## src/rtl/popcnt_batch_stats.sv

```systemverilog
// popcnt_batch_stats
//   Watches the ready/count outputs of the ones-counter datapath and captures one
//   population count per rising edge of rdy. It collects BATCH valid counts and
//   then presents their sum, maximum and minimum on a registered valid/ack port.
//
// Ports
//   clk        rising-edge clock for all state
//   rst_b      asynchronous active-low reset
//   rdy        upstream ready flag; a rising edge marks a new count
//   cnt        upstream ones count, stable while rdy is high
//   clear      synchronous batch abort: drops the partial batch and sticky flags
//   out_ack    consumer accepts the held result
//   out_valid  a batch result is held on sum_out/max_out/min_out
//   sum_out    sum of the BATCH counts of the last completed batch
//   max_out    largest count of the last completed batch
//   min_out    smallest count of the last completed batch
//   overrun    sticky: a completed batch replaced a result nobody had acked
//   range_err  sticky: a count above DATA_SIZE was seen and discarded
module popcnt_batch_stats #(
  parameter int DATA_SIZE = 8,
  parameter int CNT_W     = 4,
  parameter int BATCH     = 4,
  localparam int SUM_W    = $clog2(BATCH * DATA_SIZE + 1)
) (
  input  logic             clk,
  input  logic             rst_b,
  input  logic             rdy,
  input  logic [CNT_W-1:0] cnt,
  input  logic             clear,
  input  logic             out_ack,
  output logic             out_valid,
  output logic [SUM_W-1:0] sum_out,
  output logic [CNT_W-1:0] max_out,
  output logic [CNT_W-1:0] min_out,
  output logic             overrun,
  output logic             range_err
);

  localparam int IDX_W = $clog2(BATCH);
  localparam logic [CNT_W-1:0] DATA_MAX = CNT_W'(DATA_SIZE);
  localparam logic [IDX_W-1:0] LAST_IDX = IDX_W'(BATCH - 1);

  logic             rdy_q;
  logic [SUM_W-1:0] sum_acc;
  logic [CNT_W-1:0] max_acc;
  logic [CNT_W-1:0] min_acc;
  logic [IDX_W-1:0] idx;

  logic             take;
  logic             in_range;
  logic             accept;
  logic             complete;
  logic [SUM_W-1:0] sum_nxt;
  logic [CNT_W-1:0] max_nxt;
  logic [CNT_W-1:0] min_nxt;

  // Decode the sample event and precompute the accumulator values that would
  // result from taking this cycle's count. A clear in the same cycle wins over
  // the sample, and out-of-range counts never reach the accumulators.
  always_comb begin
    take     = rdy & ~rdy_q & ~clear;
    in_range = (cnt <= DATA_MAX);
    accept   = take & in_range;
    complete = accept & (idx == LAST_IDX);
    sum_nxt  = sum_acc + SUM_W'(cnt);
    max_nxt  = (cnt > max_acc) ? cnt : max_acc;
    min_nxt  = (cnt < min_acc) ? cnt : min_acc;
  end

  // The delayed copy of rdy resets high so that a rdy already asserted when
  // reset is released is not mistaken for a fresh rising edge. It keeps
  // tracking rdy even while clear is asserted.
  always_ff @(posedge clk or negedge rst_b) begin
    if (!rst_b) begin
      rdy_q <= 1'b1;
    end else begin
      rdy_q <= rdy;
    end
  end

  // Running accumulators for the batch in progress. They restart on clear and
  // after the final sample of a batch, since that sample goes straight to the
  // output registers. min starts at DATA_SIZE so the first sample always wins.
  always_ff @(posedge clk or negedge rst_b) begin
    if (!rst_b) begin
      sum_acc <= '0;
      max_acc <= '0;
      min_acc <= DATA_MAX;
      idx     <= '0;
    end else if (clear || complete) begin
      sum_acc <= '0;
      max_acc <= '0;
      min_acc <= DATA_MAX;
      idx     <= '0;
    end else if (accept) begin
      sum_acc <= sum_nxt;
      max_acc <= max_nxt;
      min_acc <= min_nxt;
      idx     <= idx + IDX_W'(1);
    end
  end

  // Output holding registers. A completing batch always loads and raises
  // out_valid, even if an earlier result is still pending; otherwise an ack
  // drops out_valid but leaves the data in place for anyone still looking.
  always_ff @(posedge clk or negedge rst_b) begin
    if (!rst_b) begin
      out_valid <= 1'b0;
      sum_out   <= '0;
      max_out   <= '0;
      min_out   <= '0;
    end else if (complete) begin
      out_valid <= 1'b1;
      sum_out   <= sum_nxt;
      max_out   <= max_nxt;
      min_out   <= min_nxt;
    end else if (out_ack) begin
      out_valid <= 1'b0;
    end
  end

  // Sticky error flags, cleared only by clear or reset. An overrun is a batch
  // landing on an unacked result; an ack in the same cycle counts as taken.
  always_ff @(posedge clk or negedge rst_b) begin
    if (!rst_b) begin
      overrun   <= 1'b0;
      range_err <= 1'b0;
    end else if (clear) begin
      overrun   <= 1'b0;
      range_err <= 1'b0;
    end else begin
      if (complete && out_valid && !out_ack) begin
        overrun <= 1'b1;
      end
      if (take && !in_range) begin
        range_err <= 1'b1;
      end
    end
  end

endmodule

```

## config.mk

```make
export PLATFORM = sky130hd
export DESIGN_NAME = popcnt_batch_stats
export DESIGN_NICKNAME = d
export VERILOG_FILES = /design/src/rtl/popcnt_batch_stats.sv
export SDC_FILE = /design/constraint.sdc
export NUM_CORES = 1
export LEC_CHECK = 0
export CORE_ASPECT_RATIO = 0.5
export CORE_UTILIZATION = 30
export CTS_BUF_LIST = sky130_fd_sc_hd__clkbuf_4 sky130_fd_sc_hd__clkbuf_8
export DETAILED_ROUTE_END_ITERATION = 6
export DONT_BUFFER_PORTS = 1
export PLACE_DENSITY = 0.43
export RECOVER_POWER = 100
export SLEW_MARGIN = 20
export SYNTH_ARGS = -nofsm -noshare
export SYNTH_HDL_FRONTEND = slang
export SYNTH_SLANG_ARGS = --single-unit
```

## constraint.sdc

```tcl
create_clock -name clk -period 1.7 [get_ports clk]
set_input_delay 0.34 -clock clk [delete_from_list [all_inputs] [get_ports clk]]
set_output_delay 0.34 -clock clk [all_outputs]
set_load 0.005 [all_outputs]
```

Yosys cells after proc, flatten, opt, wreduce, memory -nomap -nowiden
Index checks and enable logic that the tools add are counted.
W data, S select, Z words.

storage, ports and cells
  register bits = 34
  bits in latches = 0
  memory bits (writable) = 0
  ROM bits = 0
  input port bits = 9
  output and inout port bits = 17
  logic and storage cells = 49
  memories = 0

operators by class
  add/subtract/negate cells = 2
  multiply operators = 0
  divide/modulo/power cells = 0
  order comparisons = 3
  equality and inequality tests = 1
  shift operators = 0
  mux-type cells = 16
  bitwise operators = 6
  reductions and logical operators = 10

operators with widths
  cell                   number
  $mux W4                6
  $mux W6                2
  $reduce_bool A2 Y1     4
  $add A6 B4 Y6          1
  $mux W1                6
  $and A1 B1 Y1          4
  $gt A4 B4 Y1           1
  $le A4 B4 Y1 const B   1
  $lt A4 B4 Y1           1
  $mux W2                2
  $logic_and A1 B1 Y1    3
  $add A2 B1 Y2 const B  1
  $eq A2 B2 Y1 const B   1
  $logic_not A1 Y1       2
  $not A1 Y1             2
  $logic_or A1 B1 Y1     1

Longest topological paths before layout
Gate-level depths: netlist of run 1.

  depth in word-level cells = 9
  mapped depth = 7
  gate-level depth less buffers = 7

Worst setup path after synthesis of run 1
Ideal clock, no wire load.

  path type = reg-to-reg
  from = register max_acc[1]
  to = register max_acc[0]
  setup time = 0.121 ns
  arrival = 1.626 ns
  data required time = 1.579 ns
  path slack = -0.047 ns
  cell stages (with the launch flop) = 8
  path buffers = 0
  period minus slack after synthesis = 1.747 ns
  cell sequence = dfrtp_1 inv_1 ha_1 nor2b_1 o21ai_0 a21oi_1 o21bai_2 a22o_1

on the way
  longest elaborated chain between the ends = 4

RTL lines
  element                 line  RTL
  from (decl)             45    logic [CNT_W-1:0] max_acc;
  from (signal assigned)  97    max_acc <= max_nxt;
  $gt A4 B4 Y1            66    max_nxt = (cnt > max_acc) ? cnt : max_acc;
  $mux W4                 66
  $mux W4                 95    end else if (accept) begin
  $mux W4                 90    end else if (clear || complete) begin

No other way between the ends. The select of a mux whose other input is x is not followed.
A chain may end at the register's enable or synchronous reset.

Worst setup path after layout of run 1
  from = register min_acc[1]
  to = register min_acc[1]

on the way
  longest elaborated chain between the ends = 4

RTL lines
  element                 line  RTL
  from (decl)             46    logic [CNT_W-1:0] min_acc;
  from (signal assigned)  98    min_acc <= min_nxt;
  $lt A4 B4 Y1            67    min_nxt = (cnt < min_acc) ? cnt : min_acc;
  $mux W4 *               67
  $mux W4 *               95
  $mux W4 *               90

Mark *: on every way between the ends. The rest lies on a longest branch, timed or not. The select of a mux whose other input is x is not followed.

==> qor.txt, run 1 <==
Syn_nets -> 177
Global-route wire length before repair -> 6.69 mm
Sw frac -> 0.250
Number of synthesized flops with an enable pin -> 0
Grt ovf -> 0
Via density -> 4.99
CP max stage delay -> 0.40 ns
Hold Crit Class -> in2reg
PwrDens -> 788 mW/mm^2
CTS Buf Count -> 5
Reg2reg setup slack -> 0.03 ns
Hold WS -> 0.0479 ns
Area Overhead vs Synth -> 25.8%
CTS sink count -> 34
TritonCTS clock tree -> yes
Starting DRT DRC Count -> 24
Most frequent cells in the layout -> 32 x dfrtp_1, 13 x a22o_1, 13 x nand2_1, 13 x buf_4, 10 x o21ai_1
Worst-path cell chain -> inv_2, ha_4, a2111oi_4, nor3_4, a21o_1, a22o_1
CP bufs+invs -> 1
Setup Skew -> 0.00785 ns
Post-DP HPWL -> 2.71 mm
Status -> finished, final reports clean
Clock latency on the worst-skew pair -> 0.28 ns
Area contributors post-synth -> dfrtp_1 46%, ha_1 8.7%, a22o_1 6.6%
DR DRC count -> 0
Comb power frac -> 0.139
Synth warn -> 0
Internal power -> 1.29 mW
Utilization after layout -> 0.395
Worst path required time -> 1.87 ns
Leakage power -> 0.997 nW
Max-slew headroom -> 0.419
Crit Path Category -> reg2reg
Cell taking the most area after synthesis -> dfrtp_1
Core area -> 0.00552 sq mm
Fraction of layout instances using a drive strength above 1 -> 0.303
Reg2reg path depth -> 6
Reg-to-reg endpoint -> min_acc[1]$_DFFE_PN0P_
Net Sw Power -> 430 uW
Top FF cell, synth -> dfrtp_1
Max Fanout on Critical Path -> 5
Setup tns final -> 0 ns
Hold Vio Cnt, Final -> 0
Worst Hold End -> rdy_q$_DFF_PN1_
Post-Syn Instances -> 155
Root Driver -> clkbuf_8
Footprint of the multi-input gates -> 966 sq um
Via Count -> 1252
Post-Syn Area -> 0.00173 sq mm
Vias in the first global route -> 1336
Sequential cell area fraction in the yosys report -> 0.492
Die Height -> 55.7 um
Final nets -> 199
Max rail drop VDD -> 0.331 mV
Final setup viols -> 0
I/O pin count -> 26
Clock Path Buffers -> 2
Die W -> 109 um
Filler cells -> 554
Commonest non-fill, non-tap cell in the layout -> dfrtp_1
FF+latch area -> 853 sq um
Clock share of power -> 0.372
Initial Utilization -> 0.314
Worst reg2reg path startpoint -> min_acc[1]$_DFFE_PN0P_
Async set or reset register ratio after synthesis -> 1.00
Maxcap violations -> 0
Overall power -> 1.72 mW
Fmax -> 598 MHz
Period utilization -> 0.983
Placer Congestion -> 0.729
Initial antenna violation count -> 0
Port bufs -> 0
Crit path DAT -> 1.84 ns
Inserted Diodes -> 0
Routed Antenna Nets -> 0
Largest net degree at the start of global routing -> 35
#FFs+latches synth -> 34
RSZ-0062 raised after global routing -> yes
DR WL/cell -> 15.9 um
CP max-delay cell -> dfrtp_1
WHS Path Cells -> 0
Final Max Slew Viols -> 0
Syn Area/Cell -> 11.2 sq um
Post-synth top area share -> 0.462
HP Start -> rdy
CP top delay family -> compound AO/OA/AOI/OAI gates
CP Launch Type -> register
Yosys cell types -> 36
Overall die area -> 0.00610 sq mm
CP Capture Type -> register
Worst-margin pin slew -> 0.871 ns
CTS clk-pin slew, worst paths -> 0.07 ns
Routed WL -> 3.98 mm
H-tree depth -> 2
Min cycle time layout -> 1.67 ns
Part of the power in registers -> 0.489
Total GRT Usage -> 0.145
Row count -> 19
TritonRoute pass-1 iters -> 4
per-layer routing:
layer	GRT usage	wire length (um)	vias up
li1	-	-	604
met1	0.206	1990	619
met2	0.217	1760	22
met3	0.0398	168	7
met4	0.0419	63	0
met5	0	0	-
metrics by stage:
step	area, sq um	setup WS [ns]	instances
2_1_floorplan	1740	0.00191	155
3_3_place_gp	1910	-0.0763	238
3_5_place_dp	1910	-0.0610	238
4_1_cts	2080	-0.00567	248
5_1_grt	2180	-0.0307	251
6_report	2180	0.0291	251
how the worst max path moves through the flow:
stage | startpoint | cells past startpoint | to
floorplan | min_acc[3]$_DFFE_PN1P_ | 6 | min_acc[0]$_DFFE_PN0P_
global placement | sum_acc[0]$_DFFE_PN0P_ | 7 | sum_out[4]$_DFFE_PN0P_
detailed placement | min_acc[3]$_DFFE_PN1P_ | 6 | min_acc[1]$_DFFE_PN0P_
CTS | min_acc[3]$_DFFE_PN1P_ | 7 | min_acc[1]$_DFFE_PN0P_
global route | sum_acc[0]$_DFFE_PN0P_ | 7 | sum_out[4]$_DFFE_PN0P_
finish | min_acc[1]$_DFFE_PN0P_ | 6 | min_acc[1]$_DFFE_PN0P_
cell families (layout without fill, tap and decap cells):
group	Yosys count	count (layout)	share of synthesized area
AO/OA/AOI/OAI	42	42	0.173
AND/OR/NAND/NOR	35	35	0.105
flip-flops	34	34	0.492
buffers and inverters	14	37	0.0310
adder cells (fa/ha/maj)	13	13	0.0982
multiplexers	13	13	0.0794
XOR/XNOR	4	4	0.0202
power by group through the flow:
stage	clock network (mW)	registers [mW]	logic [mW]
floorplan	0	0.851	0.128
global placement	0	0.854	0.169
detailed placement	0	0.853	0.171
CTS	0.665	0.838	0.214
global route	0.703	0.841	0.268
finish	0.639	0.839	0.239
repair_timing:
action / in CTS / in global routing
setup endpoints to repair: 7 / 23
buffers inserted: 0 / 3
endpoints found under the hold margin: 34 / 0
pin swaps: 1 / 9
gates resized for setup: 9 / 19
hold buffers: 2 / 0
layout make-up:
class                      instances  share of cell area
clock buffer                       7              0.0413
clock inverter                     1             0.00230
inverter                          11              0.0189
tap                               73              0.0419
multi-input combinational        107               0.443
timing repair buffer              18              0.0608
sequential                        34               0.392
flip-flops by register name (all words and copies together), names as in the netlist:
signal     flops
sum_out        6
min_out        4
range_err      1
rdy_q          1
idx            2
out_valid      1
max_out        4
sum_acc        6
max_acc        4
min_acc        4
overrun        1
Yosys cell counts, drive strengths merged, types with 2 or more instances:
cell and count:
a21oi 8, a22o 13, clkbuf 2, dfrtp 32, dfstp 2, ha 12
inv 11, mux2 6, mux2i 7, nand2 14, nand3 2, nor2 5
nor2b 2, nor3 5, o21ai 14, o21bai 2, or3 3, xnor2 2
xor2 2
Power figures use the tool's default switching activity.
==> run 2, diff against run 1 <==
Settings changed: CORE_MARGIN from default to 5.
==> qor.txt, run 2 (synthesis gave the netlist of run 1 again) <==
Initial Utilization -> 0.313
Clock Path Buffers -> 2
Max rail drop VDD -> 0.272 mV
Final setup viols -> 0
Met2 WL post-DR -> 1.78 mm
Min cycle time layout -> 1.67 ns
Routed WL -> 4.08 mm
Final nets -> 197
Core area -> 0.00554 sq mm
CP bufs+invs -> 0
Fraction of layout instances using a drive strength above 1 -> 0.318
Period utilization -> 0.982
Final Max Slew Viols -> 0
DR WL/cell -> 16.4 um
Fmax -> 599 MHz
Biggest regs -> sum_acc: 6 flops, sum_out: 6 flops
Die W -> 117 um
Status -> finished, final reports clean
Setup WS pre-CTS -> -0.0828 ns
CTS clk-pin slew, worst paths -> 0.07 ns
CP Launch Type -> register
Most frequent cells in the layout -> 32 x dfrtp_1, 13 x a22o_1, 13 x nand2_1, 10 x buf_4, 9 x o21ai_1
Hold WS -> 0.0494 ns
Global-route wire length before repair -> 7.00 mm
Overall die area -> 0.00749 sq mm
Worst-margin pin slew -> 0.894 ns
Commonest non-fill, non-tap cell in the layout -> dfrtp_1
Met1 WL -> 2.01 mm
CP Capture Type -> register
Port bufs -> 0
Leakage power -> 0.978 nW
H-tree depth -> 2
CTS sink count -> 34
Largest net degree at the start of global routing -> 35
Inserted Diodes -> 0
Top routing layer in use -> met4
RSZ-0062 raised after global routing -> yes
Starting DRT DRC Count -> 23
Via Count -> 1260
CP max-delay cell -> dfrtp_1
Via density -> 5.06
Area Overhead vs Synth -> 26.2%
Row count -> 19
FF+latch area -> 853 sq um
Vias in the first global route -> 1328
Footprint of the multi-input gates -> 985 sq um
Worst path required time -> 1.87 ns
I/O pin count -> 26
Hold Vio Cnt, Final -> 0
Routed Antenna Nets -> 0
Setup Skew -> 0.00557 ns
Initial antenna violation count -> 0
CP max stage delay -> 0.39 ns
Maxcap violations -> 0
Grt ovf -> 0
TritonCTS clock tree -> yes
Most used cell, CP -> nand2_1
CTS Buf Count -> 5
Max-slew headroom -> 0.404
Crit Path Category -> reg2reg
Final worst slack -> 0.0308 ns
Max Fanout on Critical Path -> 2
Root Driver -> clkbuf_8
CP top delay family -> adder cells
Crit path DAT -> 1.84 ns
Die Height -> 63.7 um
Worst-path cell chain -> ha_2, fa_2, nand2_1, nand2_1, a21oi_2, xnor2_1, mux2_4
Filler cells -> 555
Post-DP HPWL -> 2.81 mm
TritonRoute pass-1 iters -> 4
PwrDens -> 788 mW/mm^2
Hold Crit Class -> in2reg
Met3 WL post-DR -> 234 um
DR DRC count -> 0
Overall power -> 1.72 mW
Placer Congestion -> 0.735
Clock latency on the worst-skew pair -> 0.28 ns
Total GRT Usage -> 0.118
-- run 2: report_power, final --
group          internal [mW]  switching (mW)  leakage [nW]
Sequential             0.826          0.0126         0.464
Clock                  0.343           0.296        0.0517
Combinational          0.121           0.123         0.463
Total                   1.29           0.432         0.978
-- run 2: metal layers --
metal | global-route usage | up-vias
li1 | - | 608
met1 | 0.155 | 620
met2 | 0.184 | 27
met3 | 0.0388 | 5
met4 | 0.0429 | 0
met5 | 0 | -
-- run 2: path summary, 6_finish.rpt --
check	start	endpoint	slack [ns]	cells past startpoint
min in group asynchronous	rst_b	sum_acc[2]$_DFFE_PN0P_	0.72	2
worst max register to register	sum_acc[0]$_DFFE_PN0P_	sum_out[4]$_DFFE_PN0P_	0.03	7
worst min register to register	idx[1]$_DFFE_PN0P_	idx[1]$_DFFE_PN0P_	0.50	1
worst min-delay path	rdy	rdy_q$_DFF_PN1_	0.05	0
worst max-delay path	sum_acc[0]$_DFFE_PN0P_	sum_out[4]$_DFFE_PN0P_	0.03	7
max in group asynchronous	rst_b	max_out[3]$_DFFE_PN0P_	0.43	2
-- run 2: worst register-to-register path, delay by kind of cell (launching register included) --
family | cells | cell delay (ns)
AOI/OAI and AO/OA | 1 | 0.14
xor gates and xnor gates | 1 | 0.09
adders and majority gates | 2 | 0.53
DFF | 1 | 0.39
muxes | 1 | 0.27
and+or+nand+nor | 2 | 0.14
-- run 2: repair_timing --
action	4_1_cts	5_1_grt
endpoints found under the hold margin	34	0
pin swaps	4	11
resized for setup	10	25
cloned	0	0
endpoints found under the setup margin	10	19
hold buffers	2	0
buffers inserted	1	1
-- run 2: cell type report --
class                   count  area share
clock buffers               7      0.0412
well taps                  73      0.0418
inverters                  11      0.0189
repair buffers             16      0.0555
clock inverters             1     0.00229
multi-input cells         107       0.450
flip-flops and latches     34       0.390
-- run 2: per-stage QoR --
stage / utilization / cells / TNS [ns] / area, sq um
CTS: 0.376 / 248 / -0.00462 / 2080
detailed placement: 0.344 / 237 / -0.337 / 1910
global placement: 0.344 / 237 / -0.189 / 1910
floorplan: - / 155 / 0 / 1740
finish: 0.395 / 249 / 0 / 2190
global route: 0.395 / 249 / -0.263 / 2190
